$ cat config.mk
export PLATFORM = sky130hd
export DESIGN_NAME = sg_uart_seq
export DESIGN_NICKNAME = d
export VERILOG_FILES = /design/src/rtl/sg_uart_pkg.sv /design/src/rtl/sg_apb_master.sv /design/src/rtl/sg_uart_seq.sv
export SDC_FILE = /design/constraint.sdc
export NUM_CORES = 1
export LEC_CHECK = 0
export CAP_MARGIN = 30
export CORE_ASPECT_RATIO = 0.75
export CORE_MARGIN = 3
export CORE_UTILIZATION = 50
export CTS_BUF_LIST = sky130_fd_sc_hd__clkbuf_2
export DETAILED_ROUTE_END_ITERATION = 8
export PLACE_DENSITY = 0.78
export SYNTH_ARGS = -nofsm -noshare
export SYNTH_HDL_FRONTEND = slang
export SYNTH_SLANG_ARGS = --single-unit
$ cat constraint.sdc
create_clock -name CLK -period 3.1 [get_ports CLK]
set_input_delay 0.62 -clock CLK [delete_from_list [all_inputs] [get_ports CLK]]
set_output_delay 0.62 -clock CLK [all_outputs]
set_load 0.02 [all_outputs]
$ cat src/rtl/sg_uart_pkg.sv
// rtl/sg_uart_pkg.sv - UART register map, field constants and sequencer state encoding
package sg_uart_pkg;

  // APB word offsets (byte address [11:2]) of the UART registers
  localparam logic [9:0] REG_DATA    = 10'h000;
  localparam logic [9:0] REG_STATE   = 10'h001;
  localparam logic [9:0] REG_CTRL    = 10'h002;
  localparam logic [9:0] REG_BAUDDIV = 10'h004;

  // STATE register bit positions
  localparam int STATE_TX_FULL_BIT = 0;
  localparam int STATE_RX_FULL_BIT = 1;

  // CTRL register enable values
  localparam logic [31:0] CTRL_TX_EN = 32'h1;
  localparam logic [31:0] CTRL_RX_EN = 32'h2;

  // Sequencer personalities
  localparam int MODE_TX = 0;
  localparam int MODE_RX = 1;

  typedef enum logic [2:0] {
    ST_WAIT     = 3'd0,
    ST_CFG_BAUD = 3'd1,
    ST_CFG_CTRL = 3'd2,
    ST_POLL     = 3'd3,
    ST_XFER     = 3'd4,
    ST_FIN      = 3'd5
  } seq_state_t;

  // Pattern byte for a given byte index; 8-bit wrap, carry discarded
  function automatic logic [7:0] pattern_byte(input logic [7:0] seed, input logic [7:0] idx);
    return seed + idx;
  endfunction

endpackage

$ cat src/rtl/sg_apb_master.sv
// rtl/sg_apb_master.sv - single-transfer APB master driven by a req/ack handshake
// Ports:
//   CLK, RESETn                         clock, async active-low reset
//   req, req_addr, req_write, req_wdata transfer request (level, held until ack)
//   ack, rdata                          one-cycle completion pulse and captured read data
//   PSEL, PADDR, PENABLE, PWRITE,
//   PWDATA, PRDATA, PREADY              APB bus
module sg_apb_master
  import sg_uart_pkg::*;
(
  input  logic        CLK,
  input  logic        RESETn,
  input  logic        req,
  input  logic [9:0]  req_addr,
  input  logic        req_write,
  input  logic [31:0] req_wdata,
  output logic        ack,
  output logic [31:0] rdata,
  output logic        PSEL,
  output logic [9:0]  PADDR,
  output logic        PENABLE,
  output logic        PWRITE,
  output logic [31:0] PWDATA,
  input  logic [31:0] PRDATA,
  input  logic        PREADY
);

  always_ff @(posedge CLK or negedge RESETn) begin
    if (!RESETn) begin
      PSEL    <= 1'b0;
      PENABLE <= 1'b0;
      PWRITE  <= 1'b0;
      PADDR   <= '0;
      PWDATA  <= '0;
      ack     <= 1'b0;
      rdata   <= '0;
    end else begin
      ack <= 1'b0;
      if (PSEL && PENABLE) begin
        if (PREADY) begin
          PSEL    <= 1'b0;
          PENABLE <= 1'b0;
          ack     <= 1'b1;
          rdata   <= PRDATA;
        end
      end else if (PSEL) begin
        PENABLE <= 1'b1;
      end else if (req && !ack) begin
        // The ack cycle doubles as the mandatory idle cycle and lets the
        // requester swap in the next address before a new setup begins.
        PSEL   <= 1'b1;
        PADDR  <= req_addr;
        PWRITE <= req_write;
        PWDATA <= req_wdata;
      end
    end
  end

endmodule

$ cat src/rtl/sg_uart_seq.sv
// rtl/sg_uart_seq.sv - UART transmit / receive-and-check sequencer over APB
// Ports:
//   CLK, RESETn                   clock, async active-low reset
//   PSEL..PREADY                  APB master port to the UART
//   DONE                          sticky run-complete flag
//   TIMEOUT                       sticky poll-limit-exceeded flag
//   BYTE_CNT                      bytes transferred this run
//   ERR_CNT                       receive compare mismatches, saturating
module sg_uart_seq
  import sg_uart_pkg::*;
#(
  parameter int         MODE        = 0,
  parameter int         NUM_BYTES   = 16,
  parameter int         BAUDDIV     = 16,
  parameter logic [7:0] SEED        = 8'h41,
  parameter int         START_DELAY = 16,
  parameter int         POLL_LIMIT  = 65535
) (
  input  logic        CLK,
  input  logic        RESETn,
  output logic        PSEL,
  output logic [9:0]  PADDR,
  output logic        PENABLE,
  output logic        PWRITE,
  output logic [31:0] PWDATA,
  input  logic [31:0] PRDATA,
  input  logic        PREADY,
  output logic        DONE,
  output logic        TIMEOUT,
  output logic [15:0] BYTE_CNT,
  output logic [15:0] ERR_CNT
);

  if (MODE != MODE_TX && MODE != MODE_RX) begin : g_bad_mode
    $error("sg_uart_seq: MODE must be 0 or 1");
  end
  if (NUM_BYTES < 1 || NUM_BYTES > 65535) begin : g_bad_num_bytes
    $error("sg_uart_seq: NUM_BYTES out of range 1..65535");
  end
  if (BAUDDIV < 16 || BAUDDIV > 1048575) begin : g_bad_bauddiv
    $error("sg_uart_seq: BAUDDIV out of range 16..2^20-1");
  end
  if (POLL_LIMIT < 1 || POLL_LIMIT > 65535) begin : g_bad_poll_limit
    $error("sg_uart_seq: POLL_LIMIT out of range 1..65535");
  end

  localparam bit          IS_RX        = (MODE == MODE_RX);
  localparam logic [31:0] CTRL_VAL     = IS_RX ? CTRL_RX_EN : CTRL_TX_EN;
  localparam logic [31:0] BAUD_VAL     = 32'(BAUDDIV);
  localparam logic [15:0] LAST_BYTE    = 16'(NUM_BYTES - 1);
  localparam logic [15:0] LAST_POLL    = 16'(POLL_LIMIT - 1);
  localparam logic [31:0] START_CYCLES = 32'(START_DELAY);

  seq_state_t  state;
  logic [31:0] wait_cnt;
  logic [15:0] poll_cnt;
  logic        req;
  logic [9:0]  req_addr;
  logic        req_write;
  logic [31:0] req_wdata;
  logic        ack;
  logic [31:0] rdata;
  logic [7:0]  pattern;
  logic        polled_ok;
  logic        unused_rdata_hi;

  assign pattern         = pattern_byte(SEED, BYTE_CNT[7:0]);
  assign polled_ok       = IS_RX ? rdata[STATE_RX_FULL_BIT] : !rdata[STATE_TX_FULL_BIT];
  assign unused_rdata_hi = ^rdata[31:8];

  sg_apb_master u_apb (
    .CLK       (CLK),
    .RESETn    (RESETn),
    .req       (req),
    .req_addr  (req_addr),
    .req_write (req_write),
    .req_wdata (req_wdata),
    .ack       (ack),
    .rdata     (rdata),
    .PSEL      (PSEL),
    .PADDR     (PADDR),
    .PENABLE   (PENABLE),
    .PWRITE    (PWRITE),
    .PWDATA    (PWDATA),
    .PRDATA    (PRDATA),
    .PREADY    (PREADY)
  );

  // Each state holds req high with its transfer parameters; on ack the next
  // transfer's parameters are loaded in the same edge.
  always_ff @(posedge CLK or negedge RESETn) begin
    if (!RESETn) begin
      state     <= ST_WAIT;
      wait_cnt  <= '0;
      poll_cnt  <= '0;
      req       <= 1'b0;
      req_addr  <= '0;
      req_write <= 1'b0;
      req_wdata <= '0;
      DONE      <= 1'b0;
      TIMEOUT   <= 1'b0;
      BYTE_CNT  <= '0;
      ERR_CNT   <= '0;
    end else begin
      case (state)
        ST_WAIT: begin
          if (wait_cnt >= START_CYCLES) begin
            state     <= ST_CFG_BAUD;
            req       <= 1'b1;
            req_addr  <= REG_BAUDDIV;
            req_write <= 1'b1;
            req_wdata <= BAUD_VAL;
          end else begin
            wait_cnt <= wait_cnt + 32'd1;
          end
        end
        ST_CFG_BAUD: begin
          if (ack) begin
            state     <= ST_CFG_CTRL;
            req_addr  <= REG_CTRL;
            req_wdata <= CTRL_VAL;
          end
        end
        ST_CFG_CTRL: begin
          if (ack) begin
            state     <= ST_POLL;
            req_addr  <= REG_STATE;
            req_write <= 1'b0;
            req_wdata <= '0;
          end
        end
        ST_POLL: begin
          if (ack) begin
            if (polled_ok) begin
              poll_cnt  <= '0;
              state     <= ST_XFER;
              req_addr  <= REG_DATA;
              req_write <= !IS_RX;
              req_wdata <= {24'h0, pattern};
            end else if (poll_cnt == LAST_POLL) begin
              TIMEOUT <= 1'b1;
              DONE    <= 1'b1;
              req     <= 1'b0;
              state   <= ST_FIN;
            end else begin
              poll_cnt <= poll_cnt + 16'd1;
            end
          end
        end
        ST_XFER: begin
          if (ack) begin
            // BYTE_CNT still holds this byte's index, so pattern is current
            if (IS_RX && rdata[7:0] != pattern && ERR_CNT != 16'hFFFF) begin
              ERR_CNT <= ERR_CNT + 16'd1;
            end
            BYTE_CNT <= BYTE_CNT + 16'd1;
            if (BYTE_CNT == LAST_BYTE) begin
              DONE  <= 1'b1;
              req   <= 1'b0;
              state <= ST_FIN;
            end else begin
              state     <= ST_POLL;
              req_addr  <= REG_STATE;
              req_write <= 1'b0;
              req_wdata <= '0;
            end
          end
        end
        ST_FIN: begin
          req <= 1'b0;
        end
        default: begin
          state <= ST_WAIT;
          req   <= 1'b0;
        end
      endcase
    end
  end

endmodule

==> flow_metrics.py <==
metrics = {
    "detailed_routing": {
        "totalWireLength_mm": 8.285,
        "first_pass_iters": 4,
        "dr.first_iter.drc_count": 169,
        "detail-route-antenna-nets": 0,
        "wire_per_inst_um": 14.28,
        "drc_errors": 0,
        "vias": 2956,
        "via_per_inst": 5.097,
    },
    "clock_tree": {
        "cts_setup_buffers": 0,
        "cts_num_sinks": 98,
        "cts_buffers": 9,
        "clk_path_buf_depth": 2,
        "root_buffer": "clkbuf_2",
        "cts_tree": "built",
        "clk_pin_slew_ns": 0.26,
        "ctsResizeCount": 0,
        "htreeDepth": 3,
        "clock_latency_ns": 0.58,
        "holdBufCountCts": 0,
    },
    "sta": {
        "fin_skew_ns": 0.03727,
        "finalSetupTns_ns": 0,
        "fmax_mhz": 403.6,
        "period_needed_ns": 2.478,
        "tightest_slew_ns": 0.7465,
        "relSlewSlack": 0.5005,
        "rsz0062_at_grt": "no",
        "hold_violations": 0,
        "finalSetupViolations": 0,
        "fin_ws_ns": 0.6221,
        "slew_viol_final": 0,
        "fin_crit_sh": 0.7993,
    },
    "hold_path": {
        "holdCritPathClass": "in2async",
    },
    "synthesis": {
        "yosys_register_bits": 98,
        "synthesis.area_um2": 4737,
        "synth-edff-count": 0,
        "synthCells": 441,
        "ys.flop_type": "dfrtp_1",
        "syn_avg_cell_area_um2": 10.74,
        "yosys.cell_types.count": 59,
        "ys_async_sr_fraction": 1.000,
        "ys_seq_area_frac": 0.5177,
        "yosysWarnings": 16,
    },
    "finish": {
        "layout_commonest_cell": "dfrtp_1",
        "finalInstanceArea_um2": 5067,
        "layout_common_cells": "98 x dfrtp_1, 47 x conb_1, 34 x clkdlybuf4s50_1",
        "final_util": 0.5556,
        "syn_to_final_growth_pct": 6.973,
        "seqCellArea_um2": 2452,
        "layout.nets": 487,
        "multi_input_area_um2": 1886,
        "antenna_cells": 0,
        "fill_cells": 802,
        "drive_above_1_share": 0.09513,
    },
    "grt": {
        "grt_overflow": 0,
        "antenna_found_initial": 0,
        "grt_pass1_vias": 2813,
        "grt_max_degree": 58,
        "grt_pass1_wl_mm": 13.89,
        "grt_usage": 0.1593,
    },
    "power_and_ir_drop": {
        "pwr-share-seq": 0.487,
        "powerDensity_nw_per_um2": 677.5,
        "switching_share": 0.3807,
        "clock_power_share": 0.187,
        "p_comb_frac": 0.326,
        "p_leak_nw": 2.327,
        "p_sw_mw": 1.307,
        "p_int_mw": 2.126,
        "vdd_drop_max_mv": 0.4124,
    },
    "placement": {
        "pre_cts_ws_ns": 0.8416,
        "hpwl_mm": 5.933,
        "io_buffer_count": 35,
        "placed_area_um2": 4945,
        "gp_congestion": 0.8701,
    },
    "setup_path": {
        "crit_slowest_cell": "clkdlybuf4s50_1",
        "critPathCaptureType": "output port",
        "worstSetupStartpointType": "flip-flop",
        "crit_required_ns": 2.48,
        "crit_chain": "clkdlybuf4s50_1",
        "critPathBufInv": 1,
        "crit_arrival_ns": 1.86,
        "crit_family": "buffers and inverters",
        "worst_path_largest_cell_delay_ns": 0.68,
        "path_max_fanout": 9,
        "crit_type": "reg2out",
    },
    "run_status": {
        "status": "completed",
    },
    "die": {
        "die_w_um": 118.4,
        "ios": 114,
        "dieArea_um2": 10690,
        "std_cell_rows": 30,
        "start_util": 0.5193,
        "die_y_um": 90.30,
        "fp.coreArea_um2": 9121,
    },
    "flow_run": {
        "max_cap_violations": 0,
    },
}
-- power groups by stage --
stage	combinational, mW	clock, mW	sequential (mW)
2_1_floorplan	0.844	0	1.64
3_3_place_gp	1.08	0	1.68
3_5_place_dp	1.12	0	1.69
4_1_cts	1.13	0.660	1.67
5_1_grt	1.22	0.713	1.70
6_report	1.12	0.643	1.67
-- registers in the layout, indices dropped and copies added, names as in the netlist, 3 cells and up --
signal and count:
req_addr 3, u_apb.PADDR 3, BYTE_CNT 16, u_apb.PWDATA 8, poll_cnt 16, wait_cnt 32, req_wdata 8, state 3
-- path summary, 6_finish.rpt --
check | start | end | slack (ns) | cells past startpoint
worst min register to register | wait_cnt[20]$_DFFE_PN0P_ | wait_cnt[20]$_DFFE_PN0P_ | 0.41 | 0
worst max register to register | state[1]$_DFFE_PN0P_ | poll_cnt[11]$_DFFE_PN0P_ | 0.76 | 5
worst max-delay path | BYTE_CNT[4]$_DFFE_PN0P_ | BYTE_CNT[4] | 0.62 | 1
min in group CLK | wait_cnt[20]$_DFFE_PN0P_ | wait_cnt[20]$_DFFE_PN0P_ | 0.41 | 0
worst min-delay path | RESETn | BYTE_CNT[12]$_DFFE_PN0P_ | 0.03 | 1
max in group asynchronous | RESETn | poll_cnt[7]$_DFFE_PN0P_ | 2.41 | 2
-- cells in the mapped netlist, types with 5 or more instances --
master	count	area [um^2]
o21ai_1	11	55.05
buf_2	11	55.05
a21oi_1	12	60.06
clkbuf_1	33	123.9
nand3_1	13	65.06
xnor2_1	26	227.7
nand2_1	26	97.59
nor2_1	25	93.84
inv_1	9	33.78
nand4_1	13	81.33
o41ai_1	5	43.79
ha_1	5	62.56
xor2_1	7	61.31
nor4_1	13	81.33
mux2_1	15	168.9
dfrtp_1	98	2452
buf_4	48	360.4
-- routing by layer --
metal,vias to the layer above,track usage,part of all wire
met5,-,0,0
met4,0,0.03664,0.0087
met3,8,0.04696,0.060
met2,82,0.2387,0.45
met1,1439,0.2309,0.48
li1,1427,-,-
-- kinds of logic after synthesis --
family,synth area share
AOI/OAI and AO/OA,0.08188
xor gates and xnor gates,0.06101
adders and majority gates,0.01321
buffers and inverters,0.1218
DFF,0.5177
muxes,0.05362
other,0.0007916
and+or+nand+nor,0.1500
-- layout make-up --
class	instances	share of cell area
Clock buffer	10	0.009877
Tap cell	128	0.03161
Sequential cell	98	0.4840
Clock inverter	6	0.01432
Timing Repair Buffer	42	0.08148
Multi-Input combinational cell	287	0.3721
Inverter	9	0.006667
-- through the flow --
stage                     hold WS [ns]  cells  power, mW
after floorplan                 0.3244    487      2.482
after global placement          0.3649    564      2.759
after detailed placement        0.3667    564      2.813
after CTS                      0.02589    580      3.457
after global routing           0.03686    580      3.635
final                          0.03445    580      3.433
(Power assumes the default switching activity.)
